==> src/rtl/rf_spreader_tx.sv <==
// Serial spreading transmitter: maps 4-bit symbols to 32-bit codewords and shifts them out MSB-first.
// A one-deep holding register lets consecutive frames run with no idle bits between them.
module rf_spreader_tx #(
  parameter int   CODE_W   = 32,
  parameter int   SYM_W    = 4,
  parameter logic IDLE_BIT = 1'b0
) (
  input  logic              Clock,
  input  logic              Reset,
  input  logic [SYM_W-1:0]  Sym_in,
  input  logic              Sym_valid,
  output logic              Sym_ready,
  input  logic              Cb_we,
  input  logic [SYM_W-1:0]  Cb_addr,
  input  logic [CODE_W-1:0] Cb_data,
  output logic              Bit_stream,
  output logic              Frame_start,
  output logic              Busy
);

  localparam int NENT  = 2 ** SYM_W;
  localparam int CNT_W = $clog2(CODE_W);
  localparam logic [CNT_W-1:0] LAST = CNT_W'(CODE_W - 1);

  typedef enum logic {IDLE, SEND} state_t;

  state_t            state_q, state_d;
  logic [CODE_W-1:0] shreg_q;
  logic [CNT_W-1:0]  cnt_q;
  logic [SYM_W-1:0]  hold_sym_q;
  logic              hold_valid_q;
  logic              bit_q;
  logic              fs_q;
  logic [CODE_W-1:0] cb [NENT];

  logic              xfer;
  logic              load;
  logic              hold_set;
  logic              hold_clr;
  logic [SYM_W-1:0]  load_sym;
  logic [CODE_W-1:0] cw;

  assign Sym_ready   = !hold_valid_q;
  assign xfer        = Sym_valid && !hold_valid_q;
  assign Bit_stream  = bit_q;
  assign Frame_start = fs_q;
  assign Busy        = (state_q == SEND);

  always_comb begin
    state_d  = state_q;
    load     = 1'b0;
    hold_set = 1'b0;
    hold_clr = 1'b0;
    load_sym = Sym_in;
    case (state_q)
      IDLE: begin
        if (xfer) begin
          load    = 1'b1;
          state_d = SEND;
        end
      end
      SEND: begin
        if (cnt_q == LAST) begin
          if (hold_valid_q) begin
            load     = 1'b1;
            load_sym = hold_sym_q;
            hold_clr = 1'b1;
          end else if (xfer) begin
            load = 1'b1;
          end else begin
            state_d = IDLE;
          end
        end else if (xfer) begin
          hold_set = 1'b1;
        end
      end
      default: state_d = IDLE;
    endcase
    cw = cb[load_sym];
  end

  always_ff @(posedge Clock or posedge Reset) begin
    if (Reset) begin
      state_q      <= IDLE;
      shreg_q      <= '0;
      cnt_q        <= '0;
      hold_sym_q   <= '0;
      hold_valid_q <= 1'b0;
      bit_q        <= IDLE_BIT;
      fs_q         <= 1'b0;
    end else begin
      state_q <= state_d;
      if (hold_set) begin
        hold_sym_q   <= Sym_in;
        hold_valid_q <= 1'b1;
      end else if (hold_clr) begin
        hold_valid_q <= 1'b0;
      end
      // bit_q always carries the chip on the wire; shreg_q holds the chips still to come.
      if (load) begin
        bit_q   <= cw[CODE_W-1];
        shreg_q <= {cw[CODE_W-2:0], 1'b0};
        cnt_q   <= '0;
        fs_q    <= 1'b1;
      end else if (state_d == SEND) begin
        bit_q   <= shreg_q[CODE_W-1];
        shreg_q <= {shreg_q[CODE_W-2:0], 1'b0};
        cnt_q   <= cnt_q + 1'b1;
        fs_q    <= 1'b0;
      end else begin
        bit_q <= IDLE_BIT;
        fs_q  <= 1'b0;
      end
    end
  end

  // Codebook: loads read the pre-write value when write and load hit the same entry.
  always_ff @(posedge Clock or posedge Reset) begin
    if (Reset) begin
      for (int i = 0; i < NENT; i++) begin
        if (i == 0)
          cb[i] <= CODE_W'(32'hFBDD_7EDF);
        else if (i == NENT - 1)
          cb[i] <= '0;
        else
          cb[i] <= '1;
      end
    end else if (Cb_we) begin
      cb[Cb_addr] <= Cb_data;
    end
  end

endmodule

==> config.mk <==
export PLATFORM = sky130hd
export DESIGN_NAME = rf_spreader_tx
export DESIGN_NICKNAME = d
export VERILOG_FILES = /design/src/rtl/rf_spreader_tx.sv
export SDC_FILE = /design/constraint.sdc
export NUM_CORES = 1
export LEC_CHECK = 0
export CAP_MARGIN = 40
export CORE_MARGIN = 8
export CORE_UTILIZATION = 45
export DETAILED_ROUTE_END_ITERATION = 8
export GPL_TIMING_DRIVEN = 0
export MAX_ROUTING_LAYER = met4
export PLACE_DENSITY_LB_ADDON = 0.3
export RECOVER_POWER = 50
export SLEW_MARGIN = 25
export SYNTH_ARGS = -nofsm -noshare
export SYNTH_HDL_FRONTEND = slang
export SYNTH_SLANG_ARGS = --single-unit
export TNS_END_PERCENT = 5
==> constraint.sdc <==
create_clock -name Clock -period 30 [get_ports Clock]
set_clock_uncertainty 0.15 [all_clocks]
set_input_delay 9 -clock Clock [delete_from_list [all_inputs] [get_ports Clock]]
set_output_delay 9 -clock Clock [all_outputs]
set_load 0.1 [all_outputs]
==> results of run 1 <==
path summary, 6_finish.rpt:
path	start	to	slack, ps
setup / recovery	Reset	cb[5]	12610
hold / removal	cb[16]	cb[16]	350
setup reg to reg	cnt_q[0]	Bit_stream	25990
hold reg to reg	cb[16]	cb[16]	350
max in group Clock	Sym_in[1]	Bit_stream	18410
min in group asynchronous	Reset	cnt_q[2]	9280
power by group:
part / internal [uW] / leakage [uW] / switching, uW
sequential: 1040 / 0.00602 / 92.8
combinational: 234 / 0.00472 / 164
clock: 452 / 0.000985 / 300
total: 1720 / 0.0117 / 556
layout make-up:
cell class,instances,area (um2)
Antenna cell,1,2.50
Buffer,138,657
Clock buffer,91,1720
Clock inverter,17,287
Fill cell,4603,26700
Inverter,4,16.3
Multi-Input combinational cell,886,10200
Sequential cell,556,14500
Tap cell,756,946
Timing Repair Buffer,97,1040
worst max-delay path: cells and delay by family:
family | cells | cell delay (ps)
buf+inv | 4 | 7940
metrics by stage:
stage	hold WS (ps)	utilization
after floorplan	300	-
after global placement	332	0.478
after detailed placement	342	0.490
after CTS	355	0.526
after global routing	363	0.524
final	349	0.524
sequential cells by signal (all words and copies together) (netlist names):
signal        count
shreg_q          31
cnt_q             5
cb              512
Frame_start       1
hold_valid_q      1
Busy              1
Bit_stream        1
hold_sym_q        4
per-layer routing:
layer  global-route usage  routed length, um
met1                0.268              27700
met2                0.323              30600
met3               0.0392               3030
met4               0.0671               2100
met5                    -                  0
Yosys cell counts, types with 8 or more instances:
master,instances
mux2_2,518
dfstp_2,474
clkbuf_1,92
dfrtp_1,82
mux4_2,82
mux2i_1,65
a22oi_1,35
a22o_1,32
a211o_1,30
o221ai_1,30
buf_1,22
nand2_1,16
mux4_1,14
nor2_1,14
buf_2,8
cell families (layout without fill, tap and decap cells):
| family | Yosys count | count (layout) | share of synthesized area |
|---|---|---|---|
| other | 0 | 1 | 0 |
| AO/OA/AOI/OAI | 142 | 142 | 0.0456 |
| adder cells (fa/ha/maj) | 2 | 2 | 0.000985 |
| flip-flops | 556 | 556 | 0.571 |
| AND/OR/NAND/NOR | 62 | 62 | 0.0123 |
| multiplexers | 680 | 680 | 0.343 |
| buffers and inverters | 142 | 347 | 0.0265 |
==> results.sh, run 1 <==
export IMPL_status="finished, violations left"
export IMPL_violations="max-capacitance violations, max-slew violations"
export IMPL_grt_max_degree=105
export IMPL_pre_cts_slack_ps=17890
export IMPL_die_height_um=254
export IMPL_dpl_cell_area_um2=27500
export IMPL_placed_cells=2434
export IMPL_syn_nets=1630
export IMPL_synth_cells=1584
export IMPL_clk_path_buf_depth=3
export IMPL_grt_pass1_vias=15900
export IMPL_yosysWarnings=0
export IMPL_mostFrequentLayoutCells="mux2_2, dfstp_2, clkbuf_1"
export IMPL_cts_buffers=58
export IMPL_cp_max_fo=82
export IMPL_irDropWorstVdd_mv=0.0676
export IMPL_leakage_uw=0.0117
export IMPL_drive_above_1_share=0.685
export IMPL_syn_to_final_growth_pct=15.7
export IMPL_worst_pin_slew_ps=5340
export IMPL_place_gp_congestion=0.803
export IMPL_critPathRequiredTime_ps=29620
export IMPL_synthArstFlopShare=1.00
export IMPL_ys_ff_latch=556
export IMPL_cts_hold_buf=0
export IMPL_setup_tns_ps=0
export IMPL_synth_cell_type_count=38
export IMPL_rr_worst_depth=11
export IMPL_start_util=0.453
export IMPL_cts_repair_resize_count=0
export IMPL_vias=14800
export IMPL_slowest_stage="clkbuf_1"
export IMPL_io_pins=48
export IMPL_drt_pre_antenna_iters=5
export IMPL_worstPathArrival_ps=17020
export IMPL_clk_latency_ps=630
export IMPL_hold_viol=0
export IMPL_fp_row_count=87
export IMPL_ys_flop_type="dfstp_2"
export IMPL_cts_htree_levels=2
export IMPL_p_total_uw=2280
export IMPL_grt_pass1_wl_mm=98.0
export IMPL_final_common_cell="mux2_2"
export IMPL_slew_headroom=-2.56
export IMPL_die_w_um=254
export IMPL_critical_path_max_stage_delay_ps=3060
export IMPL_worst_setup_path_start_kind="input port"
export IMPL_stdcell_count=2546
export IMPL_hp_class="reg -> reg"
export IMPL_first_iter_violations=956
export IMPL_vias_per_cell=5.81
export IMPL_rsz0062_at_grt="false"
export IMPL_yosysTopAreaCell="dfstp_2"
export IMPL_syn_avg_cell_area_um2=16.0
export IMPL_ys_seq_area_frac=0.571
export IMPL_setup_viol_count_final=0
export IMPL_hold_depth=1
export IMPL_drv_cap=4
export IMPL_grt_overflow=0
export IMPL_syn_area_um2=25400
export IMPL_fin_nets=1787
export IMPL_cts_setup_buffers=0
export IMPL_critPathCaptureType="asynchronous set/reset pin"
export IMPL_worstSetupPathType="in -> async"
export IMPL_setup_slack_ps=12610
export IMPL_port_buffers=47
export IMPL_synth_edf_count=0
export IMPL_antenna_found_initial=1
export IMPL_core_area_um2=56100
export IMPL_synth_top_cell_area_share=0.490
export IMPL_cts_tree="built"
export IMPL_finalMaxSlewViolations=317
export IMPL_cts_reportedPaths_clkPinSlew_ps=60
export IMPL_max_freq_mhz=57.5
export IMPL_ys_top_cells_by_area="dfstp_2, mux2_2, dfrtp_1"
export IMPL_routedWlPerCell_um=24.9
export IMPL_fin_area_um2=29400
export IMPL_die_area_um2=64300
export IMPL_fin_crit_sh=0.580
export IMPL_grt_total_usage=0.205
export IMPL_crit_top_cell="clkbuf_1"
export IMPL_drc_errors=0
export IMPL_power_density_nw_per_um2=77.5
export IMPL_post_route_min_period_ps=17400
export IMPL_hpwl_mm=44.3
export IMPL_antenna_left=0
export IMPL_wirelength_mm=63.4
export IMPL_cts_sinks=556
export IMPL_clockRootBuffer="clkbuf_16"
export IMPL_cp_cell_sequence="dlygate4sd3_1 -> clkinvlp_2 -> clkbuf_1 -> clkbuf_1"
No activity file was read; power rests on OpenSTA's default activity.
==> run 2: changes to the inputs <==
Clock period 30 ns to 18 ns, I/O delays scaled along.
==> results.sh, run 2 (synthesis gave the netlist of run 1 again) <==
export IMPL_stdcell_count=2559
export IMPL_hp_class="reg -> reg"
export IMPL_cts_buffers=58
export IMPL_grt_pass1_vias=16100
export IMPL_fin_nets=1797
export IMPL_vias_per_cell=5.77
export IMPL_die_height_um=254
export IMPL_drv_cap=12
export IMPL_cts_htree_levels=2
export IMPL_r2r_start="cnt_q[0]"
export IMPL_violations="max-capacitance violations, max-slew violations"
export IMPL_post_route_min_period_ps=11070
export IMPL_timing_rr_end="shreg_q[12]"
export IMPL_clk_path_buf_depth=3
export IMPL_worstSetupPathType="in -> async"
export IMPL_cts_sinks=556
export IMPL_routedWlPerCell_um=25.0
export IMPL_holdPathEnd="cnt_q[3]"
export IMPL_mostFrequentLayoutCells="mux2_2, dfstp_2, clkbuf_1"
export IMPL_cp_cell_sequence="dlygate4sd3_1 -> clkinvlp_2 -> clkbuf_1 -> clkbuf_1 -> clkbuf_1 -> clkbuf_1"
export IMPL_vias=14800
export IMPL_placed_cells=2444
export IMPL_power_density_nw_per_um2=129
export IMPL_clk_latency_ps=620
export IMPL_hold_start="cnt_q[3]"
export IMPL_antenna_left=0
export IMPL_setup_tns_ps=0
export IMPL_core_area_um2=56100
export IMPL_setup_viol_count_final=0
export IMPL_syn_to_final_growth_pct=16.0
export IMPL_rsz0062_at_grt="false"
export IMPL_fin_crit_sh=0.615
export IMPL_final_fill_count=4633
export IMPL_cts_tree="built"
export IMPL_critPathCaptureType="asynchronous set/reset pin"
export IMPL_regArea_um2=14500
export IMPL_p_total_uw=3790
export IMPL_status="finished, violations left"
export IMPL_hold_depth=1
export IMPL_drive_above_1_share=0.691
export IMPL_cts_setup_buffers=0
export IMPL_worst_setup_path_start_kind="input port"
export IMPL_critPathRequiredTime_ps=18230
export IMPL_wirelength_mm=64.0
export IMPL_grt_overflow=0
export IMPL_pre_cts_slack_ps=9380
export IMPL_final_common_cell="mux2_2"
export IMPL_largest_reg_flops=512
export IMPL_die_area_um2=64300
export IMPL_grt_total_usage=0.209
export IMPL_hold_viol=0
export IMPL_irDropWorstVdd_mv=0.0896
export IMPL_fp_row_count=87
export IMPL_grt_pass1_wl_mm=99.1
export IMPL_critical_path_max_stage_delay_ps=1380
export IMPL_drc_errors=0
export IMPL_die_w_um=254
export IMPL_grt_max_degree=36
export IMPL_slowest_stage="clkbuf_1"
export IMPL_multi_input_area_um2=10200
export IMPL_crit_top_cell="clkbuf_1"
export IMPL_first_iter_violations=873
export IMPL_clockRootBuffer="clkbuf_16"
export IMPL_finalMaxSlewViolations=391
export IMPL_start_util=0.453
export IMPL_hpwl_mm=44.8
export IMPL_cts_hold_buf=0
export IMPL_top_register="cb"
export IMPL_reg2reg_setup_slack_ps=13910
export IMPL_place_gp_congestion=0.804
export IMPL_drt_pre_antenna_iters=5
export IMPL_cts_reportedPaths_clkPinSlew_ps=60
export IMPL_antenna_found_initial=3
export IMPL_worst_pin_slew_ps=1810
export IMPL_max_freq_mhz=90.4
export IMPL_reg_top3="cb (512), shreg_q (31), cnt_q (5)"
export IMPL_rr_worst_depth=11
export IMPL_slew_headroom=-0.208
export IMPL_cp_max_fo=35
export IMPL_port_buffers=47
export IMPL_leakage_uw=0.0118
export IMPL_setup_slack_ps=6930
export IMPL_io_pins=48
export IMPL_worstPathArrival_ps=11300
export IMPL_cts_repair_resize_count=0
[run 2: cell count changes in the layout (fill, tap and decap cells not counted), sizes merged]
cell / change
bufinv: -2
clkinv: +4
clkinvlp: +1
dlygate4sd3: -1
clkbuf: -7
clkdlybuf4s50: +1
buf: +14
inv: +1
diode: +2
[run 2: report_power, final]
group	internal [uW]	switching [uW]	total, uW
registers	1730	155	1880
clock network	740	505	1250
logic	390	273	662
[run 2: final cells by class]
cell class,count,area share
clock buffer,88,0.0593
sequential,556,0.493
clock inverter,21,0.00867
multi-input combinational,886,0.347
antenna,3,0.000255
buffer,138,0.0224
inverter,4,0.000552
timing repair buffer,107,0.0370
tap,756,0.0321
[run 2: worst max-delay path by stage]
stage	startpoint	end	slack, ps	cells past startpoint
6_report	Reset	cb[17]	6930	6
3_5_place_dp	Sym_in[1]	shreg_q[10]	9380	7
5_1_grt	Reset	cb[17]	5940	6
4_1_cts	Sym_in[1]	shreg_q[8]	10010	7
3_3_place_gp	Reset	cb[16]	2080	2
2_1_floorplan	Reset	Bit_stream	5270	1
[run 2: layer usage]
layer | track usage | vias to the layer above | part of all wire
li1 | - | 6314 | -
met1 | 0.270 | 7895 | 0.43
met2 | 0.327 | 413 | 0.48
met3 | 0.0335 | 154 | 0.052
met4 | 0.0888 | 0 | 0.043
met5 | - | - | 0
[run 2: per-stage QoR]
step           hold slack (ps)  cell area (um2)   util
2_1_floorplan              300            25400      -
3_3_place_gp               329            26800  0.478
3_5_place_dp               331            27700  0.494
4_1_cts                    336            29700  0.530
5_1_grt                    365            29400  0.525
6_report                   341            29400  0.525
[run 2: critical path, delay by kind of cell]
family,cells,cell delay (ps)
buf+inv,6,5820
==> run 3: changes to the inputs <==
Clock period 18 ns to 11.6 ns, I/O delays scaled along.
==> results.sh, run 3 (synthesis gave the netlist of run 1 again) <==
export IMPL_drv_cap=9
export IMPL_cts_sinks=556
export IMPL_wirelength_mm=64.0
export IMPL_holdPathEnd="cnt_q[3]"
export IMPL_fin_nets=1797
export IMPL_hold_start="cnt_q[3]"
export IMPL_critPathRequiredTime_ps=12170
export IMPL_cp_cell_sequence="dlygate4sd3_1 -> clkinvlp_2 -> clkbuf_1 -> clkbuf_1 -> clkbuf_1 -> buf_12 -> buf_12"
export IMPL_irDropWorstVdd_mv=0.139
export IMPL_worst_setup_path_start_kind="input port"
export IMPL_hpwl_mm=44.8
export IMPL_hold_ws_ps=341
export IMPL_crit_family="buffers and inverters"
export IMPL_start_util=0.453
export IMPL_io_pins=48
export IMPL_grt_max_degree=36
export IMPL_reg_top3="cb (512), shreg_q (31), cnt_q (5)"
export IMPL_drive_above_1_share=0.693
export IMPL_fin_area_um2=29500
export IMPL_antenna_found_initial=3
export IMPL_place_gp_congestion=0.804
export IMPL_die_area_um2=64300
export IMPL_crit_top_cell="clkbuf_1"
export IMPL_fp_row_count=87
export IMPL_power_density_nw_per_um2=199
export IMPL_drt_pre_antenna_iters=5
export IMPL_die_height_um=254
export IMPL_clk_latency_ps=620
export IMPL_clk_path_buf_depth=3
export IMPL_die_w_um=254
export IMPL_crit_buf_inv=7
export IMPL_clockRootBuffer="clkbuf_16"
export IMPL_grt_pass1_wl_mm=99.1
export IMPL_post_route_min_period_ps=8020
export IMPL_cts_buffers=58
export IMPL_r2r_start="cnt_q[0]"
export IMPL_critical_path_max_stage_delay_ps=1430
export IMPL_slew_headroom=-0.252
export IMPL_hold_viol=0
export IMPL_first_iter_violations=868
export IMPL_fin_crit_sh=0.692
export IMPL_leakage_uw=0.0118
export IMPL_antenna_left=0
export IMPL_cp_max_fo=34
export IMPL_hp_class="reg -> reg"
export IMPL_crit_start="Reset"
export IMPL_hold_depth=1
export IMPL_final_fill_count=4620
export IMPL_cts_hold_buf=0
export IMPL_vias_per_cell=5.76
export IMPL_cts_tree="built"
export IMPL_rr_worst_depth=11
export IMPL_finalMaxSlewViolations=293
export IMPL_cts_htree_levels=2
export IMPL_setup_viol_count_final=0
export IMPL_worstPathArrival_ps=8600
export IMPL_dpl_cell_area_um2=27700
export IMPL_final_common_cell="mux2_2"
export IMPL_slowest_stage="clkbuf_1"
export IMPL_violations="max-capacitance violations, max-slew violations"
export IMPL_grt_total_usage=0.209
export IMPL_largest_reg_flops=512
export IMPL_worstSetupPathType="in -> async"
export IMPL_rsz0062_at_grt="false"
export IMPL_syn_to_final_growth_pct=16.2
export IMPL_top_register="cb"
export IMPL_reg2reg_setup_slack_ps=7520
export IMPL_routedWlPerCell_um=25.0
export IMPL_cts_repair_resize_count=0
export IMPL_grt_overflow=0
export IMPL_timing_rr_end="shreg_q[12]"
export IMPL_max_freq_mhz=125
export IMPL_drc_errors=0
export IMPL_port_buffers=47
export IMPL_utilization=0.527
export IMPL_status="finished, violations left"
export IMPL_vias=14700
export IMPL_cts_setup_buffers=0
export IMPL_critPathCaptureType="asynchronous set/reset pin"
export IMPL_core_area_um2=56100
export IMPL_worst_pin_slew_ps=1880
export IMPL_cts_reportedPaths_clkPinSlew_ps=60
export IMPL_mostFrequentLayoutCells="mux2_2, dfstp_2, clkbuf_1"
export IMPL_grt_pass1_vias=16100
[run 3: cell count changes in the layout (fill, tap and decap cells not counted), sizes merged]
| cell | before | now |
|---|---|---|
| buf | 90 | 94 |
| clkbuf | 196 | 192 |
[run 3: power by group]
| part | internal, uW | leakage (uW) | switching [uW] |
|---|---|---|---|
| clock network | 1150 | 0.000994 | 785 |
| logic | 607 | 0.00478 | 424 |
| registers | 2680 | 0.00602 | 241 |
| total | 4430 | 0.0118 | 1450 |
[run 3: routing by layer]
metal,GRT usage,share of wire,vias up
li1,-,-,6307
met1,0.270,0.43,7884
met2,0.327,0.48,394
met5,-,0,-
met4,0.0888,0.042,0
met3,0.0335,0.053,149
[run 3: cell type report]
class,instances,area [um2],share of cell area
Antenna cell,3,7.51,0.000254
Buffer,138,659,0.0223
Clock buffer,88,1750,0.0591
Clock inverter,21,255,0.00865
Inverter,4,16.3,0.000551
Multi-Input combinational cell,886,10200,0.346
Sequential cell,556,14500,0.491
Tap cell,756,946,0.0320
Timing Repair Buffer,107,1160,0.0394
[run 3: metrics by stage]
step,cells,TNS (ps),setup slack [ps],total power [uW]
2_1_floorplan,1584,0,789,3670
3_3_place_gp,2387,-188420,-2400,3890
3_5_place_dp,2444,0,4900,3990
4_1_cts,2553,0,5530,5940
5_1_grt,2559,0,2830,6140
6_report,2559,0,3580,5880
[run 3: worst max path at each step]
stage          cells after the start          end  slack, ps
3_5_place_dp                       7  shreg_q[10]       4900
6_report                           7      cb[204]       3580
3_3_place_gp                       2       cb[16]      -2400
4_1_cts                            7   shreg_q[8]       5530
5_1_grt                            7      cb[204]       2830
2_1_floorplan                      1   Bit_stream        790
[run 3: worst register-to-register path: stages, from the launching register on]
cell	delay, ps
dfrtp_1	410
ha_1	220
and3_1	150
ha_1	240
and3_1	220
buf_6	150
mux2i_1	330
buf_2	430
clkbuf_1	690
mux4_1	440
a22o_1	250
a211o_1	260
